--- src/rtl/arbitro_banco.sv ---
`timescale 1ns/1ps
// Round-robin write-port arbiter for the 32x32 register bank: two one-entry writeback slots,
// one registered bank write per cycle, read hazard flags. Define ZERO_REG_EN for a hard-wired r0.
module arbitro_banco #(
  parameter int DATA_W = 32,
  parameter int ADDR_W = 5
) (
  input  logic              clk,
  input  logic              rst_n,
  input  logic              v0,
  output logic              rdy0,
  input  logic [ADDR_W-1:0] a0,
  input  logic [DATA_W-1:0] d0,
  input  logic              v1,
  output logic              rdy1,
  input  logic [ADDR_W-1:0] a1,
  input  logic [DATA_W-1:0] d1,
  output logic              wr_en,
  output logic [ADDR_W-1:0] wr_addr,
  output logic [DATA_W-1:0] wr_data,
  input  logic [ADDR_W-1:0] rd_addr1,
  input  logic [ADDR_W-1:0] rd_addr2,
  output logic              haz1,
  output logic              haz2
);

`ifdef ZERO_REG_EN
  localparam logic ZERO_EN = 1'b1;
`else
  localparam logic ZERO_EN = 1'b0;
`endif

  logic              full0, full1;
  logic [ADDR_W-1:0] addr0, addr1;
  logic [DATA_W-1:0] data0, data1;
  logic              rr;
  logic              grant0, grant1;
  logic              acc0, acc1;
  logic [ADDR_W-1:0] gaddr;
  logic [DATA_W-1:0] gdata;

  // rr only breaks ties; a lone full slot always wins.
  always_comb begin
    grant0 = full0 && (!full1 || !rr);
    grant1 = full1 && (!full0 || rr);
    gaddr  = grant1 ? addr1 : addr0;
    gdata  = grant1 ? data1 : data0;
  end

  assign rdy0 = !full0 || grant0;
  assign rdy1 = !full1 || grant1;
  assign acc0 = v0 && rdy0;
  assign acc1 = v1 && rdy1;

  always_ff @(posedge clk or negedge rst_n) begin
    if (!rst_n) begin
      full0 <= 1'b0;
      addr0 <= '0;
      data0 <= '0;
    end else if (acc0) begin
      full0 <= 1'b1;
      addr0 <= a0;
      data0 <= d0;
    end else if (grant0) begin
      full0 <= 1'b0;
    end
  end

  always_ff @(posedge clk or negedge rst_n) begin
    if (!rst_n) begin
      full1 <= 1'b0;
      addr1 <= '0;
      data1 <= '0;
    end else if (acc1) begin
      full1 <= 1'b1;
      addr1 <= a1;
      data1 <= d1;
    end else if (grant1) begin
      full1 <= 1'b0;
    end
  end

  // A granted r0 entry is still consumed when r0 is hard-wired; only the strobe is dropped.
  always_ff @(posedge clk or negedge rst_n) begin
    if (!rst_n) begin
      wr_en   <= 1'b0;
      wr_addr <= '0;
      wr_data <= '0;
      rr      <= 1'b0;
    end else if (grant0 || grant1) begin
      wr_en   <= !(ZERO_EN && (gaddr == '0));
      wr_addr <= gaddr;
      wr_data <= gdata;
      rr      <= grant0;
    end else begin
      wr_en   <= 1'b0;
    end
  end

  assign haz1 = ((full0 && (addr0 == rd_addr1)) ||
                 (full1 && (addr1 == rd_addr1)) ||
                 (wr_en && (wr_addr == rd_addr1))) &&
                !(ZERO_EN && (rd_addr1 == '0));
  assign haz2 = ((full0 && (addr0 == rd_addr2)) ||
                 (full1 && (addr1 == rd_addr2)) ||
                 (wr_en && (wr_addr == rd_addr2))) &&
                !(ZERO_EN && (rd_addr2 == '0));

endmodule
--- config.mk ---
export PLATFORM = sky130hd
export DESIGN_NAME = arbitro_banco
export DESIGN_NICKNAME = d
export VERILOG_FILES = /design/src/rtl/arbitro_banco.sv
export SDC_FILE = /design/constraint.sdc
export NUM_CORES = 1
export LEC_CHECK = 0
export CAP_MARGIN = 0
export CORE_ASPECT_RATIO = 0.75
export CORE_MARGIN = 2
export CORE_UTILIZATION = 60
export DETAILED_ROUTE_END_ITERATION = 10
export DONT_BUFFER_PORTS = 1
export PLACE_DENSITY = 0.74
export SLEW_MARGIN = 30
export SYNTH_ARGS = -nofsm -noshare
export SYNTH_HDL_FRONTEND = slang
export SYNTH_SLANG_ARGS = --single-unit
--- constraint.sdc ---
create_clock -name clk -period 1.8 [get_ports clk]
set_input_delay 0.36 -clock clk [delete_from_list [all_inputs] [get_ports clk]]
set_output_delay 0.36 -clock clk [all_outputs]
set_load 0.02 [all_outputs]
# --- Word-level counts from Yosys, hierarchy flattened ---
# Index checks and enable logic that the tools add are counted.
word_totals:
  reg_bits: 115
  output_inout_bits: 42
  inputBits: 88
op_classes:
  eq_ne: 6
  mux: 7
  reduce_logical: 24
op_table:
  columns: ["op", "count"]
  rows:
  - ["2-to-1 mux 32 bit", 1]
  - ["equality test 5 bit", 6]
  - ["logical AND 1 bit", 10]
  - ["logical OR 1 bit", 9]
  - ["2-to-1 mux 1 bit", 5]
  - ["2-to-1 mux 5 bit", 1]
  - ["nonzero test 2 bit", 2]
  - ["zero test 1 bit", 3]

# --- Logic depth before layout (Yosys ltp) ---
logic_depth:
  ltp_word: 6
  ltp_mapped: 6
  depth_no_buf: 4

# --- Least setup slack after synthesis ---
# Ideal clock, no wire load.
synth_path:
  path_kind: "register to register"
  start: "register rr"
  end: "register data1[11]"
  t_required_ns: 1.675
  period_less_slack_ns: 1.596
  t_arrival_ns: 1.472
  path_stages_with_launch: 5
  setup_ns: 0.125
  slack_ns: 0.204
  cell_sequence: "dfrtp_1 -> nand3b_1 -> nand2_4 -> buf_6 -> mux2_2"
synth_via:
  elab_chain_len: 4
synth_lines:
  columns: ["element", "line", "rtl"]
  rows:
  - ["start: declaration", "36", "logic rr;"]
  - ["start signal: assignment", "94", "rr <= grant0;"]
  - ["logical OR 1 bit", "45", "grant1 = full1 && (!full0 || rr);"]
  - ["logical AND 1 bit", "45", null]
  - ["logical OR 1 bit", "51", "assign rdy1 = !full1 || grant1;"]
  - ["via rdy1", "15", "output logic rdy1,"]
  - ["logical AND 1 bit", "53", "assign acc1 = v1 && rdy1;"]
  - ["end signal: assignment", "73", "data1 <= '0;"]
  - ["end signal: assignment", "77", "data1 <= d1;"]
  - ["end: declaration", "35", "logic [DATA_W-1:0] data0, data1;"]
# The timed path passes the listed nets, and every way through them passes these cells.
# A chain may end at the register's enable or synchronous reset.

# --- Final worst setup path ---
layout_path:
  start: "register wr_addr[3]"
  end: "output haz2"
layout_via:
  elab_chain_len: 3
layout_lines:
  columns: ["element", "line", "rtl"]
  rows:
  - ["start: declaration", "19", "output logic [ADDR_W-1:0] wr_addr,"]
  - ["start signal: assignment", "92", "wr_addr <= gaddr;"]
  - ["equality test 5 bit", "106", "(wr_en && (wr_addr == rd_addr2))) &&"]
  - ["logical AND 1 bit", "106", null]
  - ["logical OR 1 bit", "105", "(full1 && (addr1 == rd_addr2)) ||"]
  - ["end: declaration", "24", "output logic haz2"]
# Every way passes these cells.

==> out/qor.txt <==
status -> finished with violations
failing checks -> negative hold slack, negative setup slack
CP arrival -> 1700 ps
largest net degree at the start of global routing -> 116
CP Launch Point -> wr_addr[3]$_DFFE_PN0P_
Detail Route Antenna Nets -> 0
Mapped Cells -> 373
Mapped Avg Cell Area -> 13.4 um^2
CP startpoint kind -> flop
initial core utilization -> 62.6%
Setup crit end kind -> output port
chip width -> 109 um
vias in the first global route -> 3,739
main combinational cell family by area after synthesis -> multiplexers
Worst Path Required -> 1440 ps
final setup violating endpoints -> 2
most common library cells after synthesis -> 115 x dfrtp_1, 72 x mux2_2, 38 x a21oi_1, 38 x nor2_1, 37 x mux2i_1
FF-to-FF setup slack -> 260 ps
FF-to-FF path depth -> 4
final worst slack -> -256 ps
post-synthesis sequential area ratio -> 57.6%
post-placement cell area -> 0.00516 mm^2
grt ovf -> 0
clock skew -> 8.38 ps
die height -> 83.0 um
htree depth -> 4
max-cap viol count -> 0
clk buf depth -> 2
synth top area cells -> dfrtp_1 58%, mux2_2 16%, mux2i_1 7.4%
initial antenna violation count -> 0
Clk Latency, worst-skew pair -> 510 ps
vias -> 3,316
global-route wire length before repair -> 19,200 um
pre-CTS WS -> 173 ps
Iter 0 DRT Violations -> 183
Design Area, Final -> 0.00656 mm^2
Ports -> 130
CTS tree -> done
count of flip-flops with a built-in enable after synthesis -> 0
unrepaired setup endpoints after global routing -> true
Netlist cell types -> 24
worst vdd ir -> 1.09 mV
CP endpoint -> haz2
final hold vios -> 115
routed wire length -> 11,900 um
Hold Slack -> -457 ps
Leak -> 2.91 nW
CP Max Fanout -> 3
Ys Warns -> 0
Area Overhead vs Synth -> 31.3%
antenna fix cells -> 0
Placeable Area -> 0.00799 mm^2
FF+latch count, synth -> 115
synthesized cell area -> 0.00500 mm^2
Synth area leader -> dfrtp_1
adder-cell area share of the yosys netlist -> 0%
mux share of post-synthesis cell area -> 24.1%
layout cells sized above 1 -> 28.0%
CTS sink count -> 115
DP HPWL -> 6690 um
pwr dens -> 1570 mW/mm^2
Post-Syn Nets -> 461
post-layout minimum cycle time -> 2060 ps
DRC errors left -> 0
final worst path period share -> 114%
XOR/XNOR share of the synthesized area -> 5.26%
drt via density -> 5.64
main flop type after synthesis -> dfrtp_1
RR Endpoint -> data1[23]$_DFFE_PN0P_
share of flip-flops with an asynchronous set or reset -> 100%
simple-gate portion of the synthesized area -> 5.41%
post-synthesis compound-gate area fraction -> 3.98%
CTS root buffer -> clkbuf_8
critical path class -> flop to output port
final slew viol count -> 0
Fmax achieved -> 486 MHz
hold_buf cts -> 76
count leader, synth -> dfrtp_1
Layout Nets -> 560
placement row count -> 28
die area -> 0.00908 mm^2
DRT Pass-1 Iters -> 4
Hold WC Path Type -> input port to async pin
Avg WL per Cell -> 20.2 um
clock buffer count from CTS -> 17
top cell type's share of synthesized area -> 57.6%
GRT Total Usage -> 28.1%
Reg clk slew, reported paths -> 60 ps
worst slew pin tran -> 333 ps
I/O Buffers -> 0
r2r startpoint -> full1$_DFFE_PN0P_
GP Congestion -> 0.933
max_slew headroom -> 77.8%
-- per-layer routing --
layer,vias up,routed length [um],global-route usage (%)
met5,-,0,0
met1,1664,4870,34.2
met3,21,762,9.03
met4,0,202,10.9
li1,1505,-,-
met2,126,6040,46.5
-- layout make-up --
| cell class | instances | area (um^2) |
|---|---|---|
| Sequential cell | 115 | 2880 |
| Inverter | 1 | 3.75 |
| Multi-Input combinational cell | 239 | 1970 |
| Timing Repair Buffer | 98 | 1010 |
| Clock inverter | 4 | 45.0 |
| Clock buffer | 26 | 518 |
| Fill cell | 411 | 1430 |
| Tap cell | 105 | 131 |
-- logic make-up after synthesis --
family,after synthesis
buffers and inverters,19
and+or+nand+nor,59
DFF,115
muxes,111
AOI/OAI and AO/OA,39
xor gates and xnor gates,30
-- registers in the layout (all words and copies together), names as in the netlist --
signal   count
data0       32
data1       32
wr_data     32
addr0        5
addr1        5
wr_addr      5
full0        1
full1        1
rr           1
wr_en        1
-- metrics by stage --
step                      total power (W)  util [%]  cells  setup TNS (ps)
after global placement            0.00669      64.6    475               0
final                              0.0103      82.2    588            -464
after global routing               0.0108      82.2    588            -628
after CTS                          0.0102      81.9    588            -509
after detailed placement          0.00682      64.6    475               0
after floorplan                   0.00624         -    373               0
-- placed cells by master (no fill, tap or decap), drive strengths merged --
master and count:
xnor2 6, clkbuf 26, nand2 2, or2b 1, nand2b 1, buf 22
nand3 9, nor2 38, bufinv 1, dlygate4sd3 76, dfrtp 115, inv 1
o21ai 1, or2 1, clkinv 3, nor4 6, xor2 24, mux2 74
nand3b 1, a21oi 38, mux2i 37
-- critical path, cell delays in order (launching register included) --
cell,delay (ps)
dfrtp_1,430
xor2_1,190
nor4_1,280
nand3_1,130
nand3_2,150
-- power breakdown --
part / switching, W / total, W / internal, W / leakage (nW)
clock network: 0.00110 / 0.00317 / 0.00206 / 0.283
logic: 0.00115 / 0.00250 / 0.00135 / 1.31
registers: 0.00114 / 0.00461 / 0.00347 / 1.32
total: 0.00339 / 0.0103 / 0.00689 / 2.91
-- timing repair --
action | CTS | global route
hold endpoints to repair | 191 | 115
setup endpoints to repair | 3 | 3
resized for setup | 4 | 5
cloned | 0 | 0
buffers inserted | 7 | 0
pin swaps | 12 | 10
-- worst min-delay path by stage --
stage | to | slack [ps] | cells past startpoint
floorplan | addr0[0]$_DFFE_PN0P_ | 60 | 0
global placement | wr_data[29]$_DFFE_PN0P_ | 70 | 0
detailed placement | wr_data[29]$_DFFE_PN0P_ | 70 | 0
CTS | wr_addr[1]$_DFFE_PN0P_ | -490 | 0
global route | addr0[3]$_DFFE_PN0P_ | -480 | 0
finish | addr0[3]$_DFFE_PN0P_ | -460 | 0
No activity file was read; power rests on OpenSTA's default activity.
